File: src/rtl/ro_pair_freq_comparator.sv
// RO-pair frequency comparator: counts rising edges of two ring oscillators
// over a fixed clock window and derives one PUF response bit plus reliability.
module ro_pair_freq_comparator #(
  parameter int CNT_W      = 16,
  parameter int WIN_W      = 20,
  parameter int WINDOW     = 50000,
  parameter int SETTLE_CYC = 4,
  parameter int MARGIN     = 8
) (
  input  logic             clk,
  input  logic             rst,
  input  logic             start,
  input  logic             ro_a,
  input  logic             ro_b,
  output logic             ro_en,
  output logic             busy,
  output logic             done,
  output logic             resp_bit,
  output logic             reliable,
  output logic [CNT_W-1:0] count_a,
  output logic [CNT_W-1:0] count_b
);

  typedef enum logic [1:0] {
    IDLE,
    SETTLE,
    COUNT,
    DONE
  } state_t;

  localparam logic [WIN_W-1:0] SET_LAST = WIN_W'(SETTLE_CYC - 1);
  localparam logic [WIN_W-1:0] WIN_LAST = WIN_W'(WINDOW);
  localparam logic [CNT_W-1:0] CMAX     = '1;
  localparam logic [CNT_W:0]   MARG     = (CNT_W+1)'(MARGIN);

  state_t           state;
  state_t           nxt;
  logic [WIN_W-1:0] tmr;
  logic [CNT_W-1:0] cnt_a;
  logic [CNT_W-1:0] cnt_b;
  logic [2:0]       sa;
  logic [2:0]       sb;
  logic             edge_a;
  logic             edge_b;
  logic             clr;
  logic             tmr_clr;
  logic             cnt_en;
  logic             ld;
  logic [CNT_W:0]   diff;
  logic [CNT_W:0]   mag;

  // Two-flop synchronizers plus a third flop for rising-edge detection
  always_ff @(posedge clk or posedge rst) begin
    if (rst) begin
      sa <= '0;
      sb <= '0;
    end else begin
      sa <= {sa[1:0], ro_a};
      sb <= {sb[1:0], ro_b};
    end
  end

  assign edge_a = sa[1] & ~sa[2];
  assign edge_b = sb[1] & ~sb[2];

  // State register
  always_ff @(posedge clk or posedge rst) begin
    if (rst) state <= IDLE;
    else     state <= nxt;
  end

  // Next-state and control decode; COUNT ends with one closing cycle
  // (no counting) in which the final counts are latched into the results
  always_comb begin
    nxt     = state;
    ro_en   = 1'b0;
    busy    = 1'b0;
    done    = 1'b0;
    clr     = 1'b0;
    tmr_clr = 1'b0;
    cnt_en  = 1'b0;
    ld      = 1'b0;
    unique case (state)
      IDLE: begin
        if (start) begin
          nxt = SETTLE;
          clr = 1'b1;
        end
      end
      SETTLE: begin
        ro_en = 1'b1;
        busy  = 1'b1;
        if (tmr == SET_LAST) begin
          nxt     = COUNT;
          tmr_clr = 1'b1;
        end
      end
      COUNT: begin
        ro_en  = 1'b1;
        busy   = 1'b1;
        cnt_en = (tmr != WIN_LAST);
        if (tmr == WIN_LAST) begin
          nxt = DONE;
          ld  = 1'b1;
        end
      end
      DONE: begin
        busy = 1'b1;
        done = 1'b1;
        nxt  = IDLE;
      end
      default: nxt = IDLE;
    endcase
  end

  // Shared phase timer for settle and count windows
  always_ff @(posedge clk or posedge rst) begin
    if (rst)                 tmr <= '0;
    else if (clr || tmr_clr) tmr <= '0;
    else if (state != IDLE)  tmr <= tmr + WIN_W'(1);
  end

  // Saturating edge counters
  always_ff @(posedge clk or posedge rst) begin
    if (rst) begin
      cnt_a <= '0;
      cnt_b <= '0;
    end else if (clr) begin
      cnt_a <= '0;
      cnt_b <= '0;
    end else if (cnt_en) begin
      if (edge_a && cnt_a != CMAX) cnt_a <= cnt_a + CNT_W'(1);
      if (edge_b && cnt_b != CMAX) cnt_b <= cnt_b + CNT_W'(1);
    end
  end

  assign diff = {1'b0, cnt_a} - {1'b0, cnt_b};
  assign mag  = diff[CNT_W] ? -diff : diff;

  // Result registers, updated only as DONE is entered
  always_ff @(posedge clk or posedge rst) begin
    if (rst) begin
      count_a  <= '0;
      count_b  <= '0;
      resp_bit <= 1'b0;
      reliable <= 1'b0;
    end else if (ld) begin
      count_a  <= cnt_a;
      count_b  <= cnt_b;
      resp_bit <= (cnt_a > cnt_b);
      reliable <= (mag >= MARG);
    end
  end

endmodule

File: config.mk
export PLATFORM = sky130hd
export DESIGN_NAME = ro_pair_freq_comparator
export DESIGN_NICKNAME = d
export VERILOG_FILES = /design/src/rtl/ro_pair_freq_comparator.sv
export SDC_FILE = /design/constraint.sdc
export NUM_CORES = 1
export LEC_CHECK = 0
export ABC_AREA = 1
export ABC_CLOCK_PERIOD_IN_PS = 8200
export CORE_MARGIN = 10
export CORE_UTILIZATION = 38
export CTS_BUF_LIST = sky130_fd_sc_hd__clkbuf_16
export DETAILED_ROUTE_END_ITERATION = 10
export SYNTH_ARGS = -nofsm -noshare
export SYNTH_HDL_FRONTEND = slang
export SYNTH_SLANG_ARGS = --single-unit
File: constraint.sdc
create_clock -name clk -period 8.2 [get_ports clk]
set_input_delay 1.23 -clock clk [delete_from_list [all_inputs] [get_ports clk]]
set_output_delay 1.23 -clock clk [all_outputs]
set_load 0.005 [all_outputs]
# Yosys cells after proc, flatten, opt, wreduce, memory -nomap -nowiden
# Index checks and enable logic that the tools add are counted.
[op_classes] n_addsub=5 multipliers=0 n_div=0 magnitude_cmp=2 eq_ne=11 shift=0 n_mux=23 bitwise_logic=4 n_reduce_logical=14
[op_table] op="$mux W16" n=6
[op_table] op="$mux W20" n=2
[op_table] op="$add A16 B1 Y16 const B" n=2
[op_table] op="$ne A16 B16 Y1 const B" n=2
[op_table] op="$add A20 B1 Y20 const B" n=1
[op_table] op="$eq A20 B16 Y1 const B" n=1
[op_table] op="$eq A20 B2 Y1 const B" n=1
[op_table] op="$ne A20 B16 Y1 const B" n=1
[op_table] op="$ge A17 B4 Y1 const B" n=1
[op_table] op="$mux W17" n=1
[op_table] op="$neg A17 Y17" n=1
[op_table] op="$sub A16 B16 Y17" n=1
[op_table] op="$gt A16 B16 Y1" n=1
[op_table] op="$mux W1" n=10
[op_table] op="$reduce_bool A2 Y1" n=5
[op_table] op="$pmux W2 S4" n=1
[op_table] op="$mux W2" n=3
[op_table] op="$ne A2 B2 Y1 const B" n=3
[op_table] op="$eq A2 B2 Y1 const B" n=2
[op_table] op="$reduce_and A2 Y1" n=2
[op_table] op="$reduce_and A3 Y1" n=1
[op_table] op="$reduce_or A3 Y1" n=1
[op_table] op="$and A1 B1 Y1" n=2
[op_table] op="$eq A2 B1 Y1 const B" n=1
[op_table] op="5 further kinds" n=7
[totals] register_bits=94 latchBits=0 ramBits=0 mem_bits_ro=0 inputBits=5 output_inout_bits=37 elab_cells=69 mem_count=0

# Depth between registers and ports, before layout
[depth] depth_word=6 ltp_mapped=22 mapped_depth_nobuf=22

# Worst setup path before layout
# No wires, ideal clock.
[synth_timing] kind="reg2reg" from="reg cnt_a[0]" to="reg reliable" setup_ns=0.117 t_arrival_ns=2.286 required_time_ns=8.083 path_slack_ns=5.797 path_stages_with_launch=16 n_path_buf=0 synth_period_minus_slack_ns=2.403 path_cell_list="dfrtp_1 inv_1 ha_1 fa_1 ha_1 a21boi_1 nand3_2 nor2_4 inv_2 nor2_1 nand2_1 nand2_1 xor2_1 nand3_1 nor2_1 nor2_1"
[synth_between] elab_chain_len=4
[synth_lines] element="start, declared" line_no="39" rtl="logic [CNT_W-1:0] cnt_a;"
[synth_lines] element="start signal, assigned" line_no="132" rtl="if (edge_a && cnt_a != CMAX) cnt_a <= cnt_a + CNT_W'(1);"
[synth_lines] element="$sub A16 B16 Y17 (*)" line_no="137" rtl="assign diff = {1'b0, cnt_a} - {1'b0, cnt_b};"
[synth_lines] element="$neg A17 Y17" line_no="138" rtl="assign mag = diff[CNT_W] ? -diff : diff;"
[synth_lines] element="$mux W17 (*)" line_no="138"
[synth_lines] element="$ge A17 B4 Y1 (*)" line_no="151" rtl="reliable <= (mag >= MARG);"
[synth_lines] element="end signal, assigned" line_no="151"
[synth_lines] element="end, declared" line_no="19" rtl="output logic reliable,"
# Mark *: on every way between the ends. The rest lies on a longest branch, timed or not.
# A chain may end at the register's enable or synchronous reset.

# Final worst setup path
[layout_timing] from="in start" to="reg cnt_b[13]"
[layout_between] elab_chain_len=4 elab_cells_between_ends=6 classes_between="3 x mux; 3 x reduce/logical"
[layout_lines] element="start, declared" line_no="12" rtl="input logic start,"
[layout_lines] element="$mux W1 (*)" line_no="85" rtl="if (start) begin"
[layout_lines] element="$mux W1 (*)" line_no="83" rtl="unique case (state)"
[layout_lines] element="$reduce_bool A2 Y1 (no line)"
[layout_lines] element="$reduce_and A2 Y1 (no line)"
[layout_lines] element="end signal, assigned" line_no="133" rtl="if (edge_b && cnt_b != CMAX) cnt_b <= cnt_b + CNT_W'(1);"
[layout_lines] element="end, declared" line_no="40" rtl="logic [CNT_W-1:0] cnt_b;"
# Marked as above.

==> results.sh <==
export IMPL_status="finished clean"
export IMPL_drive_above_1_share_pct=8.24
export IMPL_detail_route_antenna_nets=0
export IMPL_htreeDepth=3
export IMPL_comb_power_share_pct=54.3
export IMPL_die_area_sq_um=21100
export IMPL_p_int_uw=1200
export IMPL_drv_cap=0
export IMPL_drt_wirelength_per_cell_microns=13.3
export IMPL_grt_first_pass_wirelength_mm=24.3
export IMPL_syn_avg_cell_area_sq_um=7.29
export IMPL_clk_latency_ps=350
export IMPL_setup_tns_ps=0
export IMPL_layoutNonFillerInstCount=1073
export IMPL_cts_resized_gates=0
export IMPL_ir_worst_vdd_mv=0.131
export IMPL_core_sq_um=15300
export IMPL_switching_share_pct=45.4
export IMPL_first_pass_iters=5
export IMPL_routed_wl_mm=14.3
export IMPL_synth_edf_count=0
export IMPL_dp_hpwl_mm=11.0
export IMPL_area_growth_synth_to_final_pct=16.1
export IMPL_p_clk_share_pct=21.8
export IMPL_busiest_layer="met2"
export IMPL_p_leak_uw=0.00333
export IMPL_port_buffer_count=41
export IMPL_syn_instance_count=818
export IMPL_path_class="input pin to flip-flop"
export IMPL_die_x_microns=145
export IMPL_fmax_mhz=295
export IMPL_synth_area_leaders="dfrtp_1, nand2_1, inv_1, nand3_1, ha_1"
export IMPL_die_height_microns=145
export IMPL_holdBufCountCts=0
export IMPL_netlist_area_sq_um=5960
export IMPL_gp_congestion=0.875
export IMPL_clk_pin_slew_ps=60
export IMPL_synth_top_area_share_pct=39.5
export IMPL_synth_most_common_cell="nand2_1"
export IMPL_clock_skew_ps=10.4
export IMPL_hp_start="sb[0]"
export IMPL_cts_tree="yes"
export IMPL_drt_iter0_drc=363
export IMPL_grt_pass1_vias=4910
export IMPL_yosysSeqAreaShare_pct=39.5
export IMPL_r2r_start="state[0]"
export IMPL_vias=5201
export IMPL_maxSlewHeadroom_pct=31.6
export IMPL_rsz0062_at_grt="no"
export IMPL_cp_startpoint="start"
export IMPL_start_kind="input pin"
export IMPL_reg2reg_slack_ps=5200
export IMPL_drc=0
export IMPL_cts_path_max_buffers=2
export IMPL_worstRegToRegCells=10
export IMPL_cp_max_fo=25
export IMPL_holdPathStages=0
export IMPL_synth_warnings=0
export IMPL_powerDensity_nw_per_um2=317
export IMPL_dp_cells=1057
export IMPL_grt_overflow_total=0
export IMPL_vias_per_cell=4.85
export IMPL_worst_slew_pin_slew_ps=1030
export IMPL_power_frac_seq_pct=24.0
export IMPL_yosysTopAreaCell="dfrtp_1"
export IMPL_end_kind="flip-flop"
export IMPL_setup_viol=0
export IMPL_floorplan_initialDensity_pct=38.9
export IMPL_fin_crit_sh_pct=41.4
export IMPL_maxSlewViolCount=0
export IMPL_clock_sinks=94
export IMPL_synth_top_flop_cell="dfrtp_1"
export IMPL_use_met3_pct=2.98
export IMPL_diodes=0
export IMPL_io_pins=42
export IMPL_postCtsSetupBuffers=0
export IMPL_finalCriticalPeriod_ps=3390
export IMPL_met1_usage_pct=17.5
export IMPL_netlist_cell_type_count=40
export IMPL_row_count=45
export IMPL_grt_max_degree=80
export IMPL_final_nets=889
export IMPL_switchingPower_uw=994
export IMPL_grt_use_met2_pct=22.3
export IMPL_crit_arrival_ps=3660
export IMPL_syn_nets=850
export IMPL_cts_root_buf="clkbuf_16"
export IMPL_cts_buffers=9
export IMPL_cp_required_ps=8470
export IMPL_hold_path_class="flip-flop to flip-flop"
export IMPL_antenna_found_initial=0
export IMPL_fillers=1592
export IMPL_synth_common_cells="nand2_1, inv_1, dfrtp_1"
export IMPL_synth_seq_cells=94
export IMPL_grt_use_total_pct=13.6
export IMPL_finalHoldViolCount=0
export IMPL_ys_async_sr_fraction_pct=100
## cell families (layout without fill, tap and decap cells)
family | after synthesis | in the layout | synth area share (%)
simple gates | 431 | 431 | 33.8
buf+inv | 140 | 184 | 9.13
compound gates | 119 | 119 | 10.8
flops | 94 | 94 | 39.5
fa+ha+maj | 27 | 27 | 5.79
xor+xnor | 7 | 7 | 1.03
## flip-flops by register name (all words and copies together) (netlist names)
| signal | flops |
|---|---|
| cnt_a | 16 |
| sa | 3 |
| count_a | 16 |
| tmr | 20 |
| state | 2 |
| resp_bit | 1 |
| reliable | 1 |
| cnt_b | 16 |
| count_b | 16 |
| sb | 3 |
## path summary, 6_finish.rpt
path / to
worst max register to register: cnt_b[13]
min in group asynchronous: count_a[5]
worst min-delay path: sb[1]
max in group asynchronous: reliable
worst min register to register: sb[1]
worst max-delay path: cnt_b[13]
## layout make-up
type	count	area (sq um)	share of cell area, %
Timing Repair Buffer	43	425	6.15
Clock inverter	7	115	1.66
Inverter	125	472	6.82
Tap cell	211	264	3.82
Clock buffer	9	225	3.26
Multi-Input combinational cell	584	3060	44.3
Sequential cell	94	2350	34.0
## power groups by stage
stage | Sequential, uW | Clock [uW] | Combinational [uW]
after global routing | 529 | 506 | 1360
after detailed placement | 534 | 0 | 1190
after floorplan | 526 | 0 | 991
after CTS | 525 | 490 | 1190
after global placement | 534 | 0 | 1170
final | 525 | 477 | 1190
## per-stage QoR
stage	worst slack, ps	area (sq um)	total power (uW)	util (%)	hold WS (ps)
final	4810	6920	2190	45.2	348
after global routing	4590	6920	2400	45.2	373
after CTS	4810	6920	2210	45.2	349
after detailed placement	4450	6580	1720	42.9	335
after global placement	4510	6580	1710	42.9	341
after floorplan	4520	5960	1520	-	331
## layer usage
| layer | up-vias | share of wire, % |
|---|---|---|
| li1 | 2727 | - |
| met1 | 2385 | 48 |
| met2 | 70 | 46 |
| met3 | 19 | 3.8 |
| met4 | 0 | 1.9 |
| met5 | - | 0 |
## layout by cell type, fill, tap and decap left out, types with 4 or more instances in the layout
| cell | n |
|---|---|
| inv_2 | 8 |
| nor2_4 | 5 |
| nand4_1 | 15 |
| nand3b_1 | 4 |
| nand2_1 | 193 |
| nand2_2 | 21 |
| nor3b_1 | 4 |
| o21ai_0 | 59 |
| inv_1 | 118 |
| o21bai_1 | 4 |
| nand3_1 | 67 |
| clkbuf_16 | 9 |
| clkdlybuf4s50_1 | 41 |
| dfrtp_1 | 94 |
| a21oi_1 | 40 |
| nor2_1 | 71 |
| xor2_1 | 7 |
| nand3_2 | 8 |
| nor3_1 | 25 |
| ha_1 | 26 |
## critical path: stages
cell	delay, ps
clkdlybuf4s50_1	520
nand2_1	520
inv_1	580
nor2_4	100
nor2_1	190
nand2_1	90
nor2_1	170
o21ai_0	100
a21oi_1	160
Power figures use the tool's default switching activity.
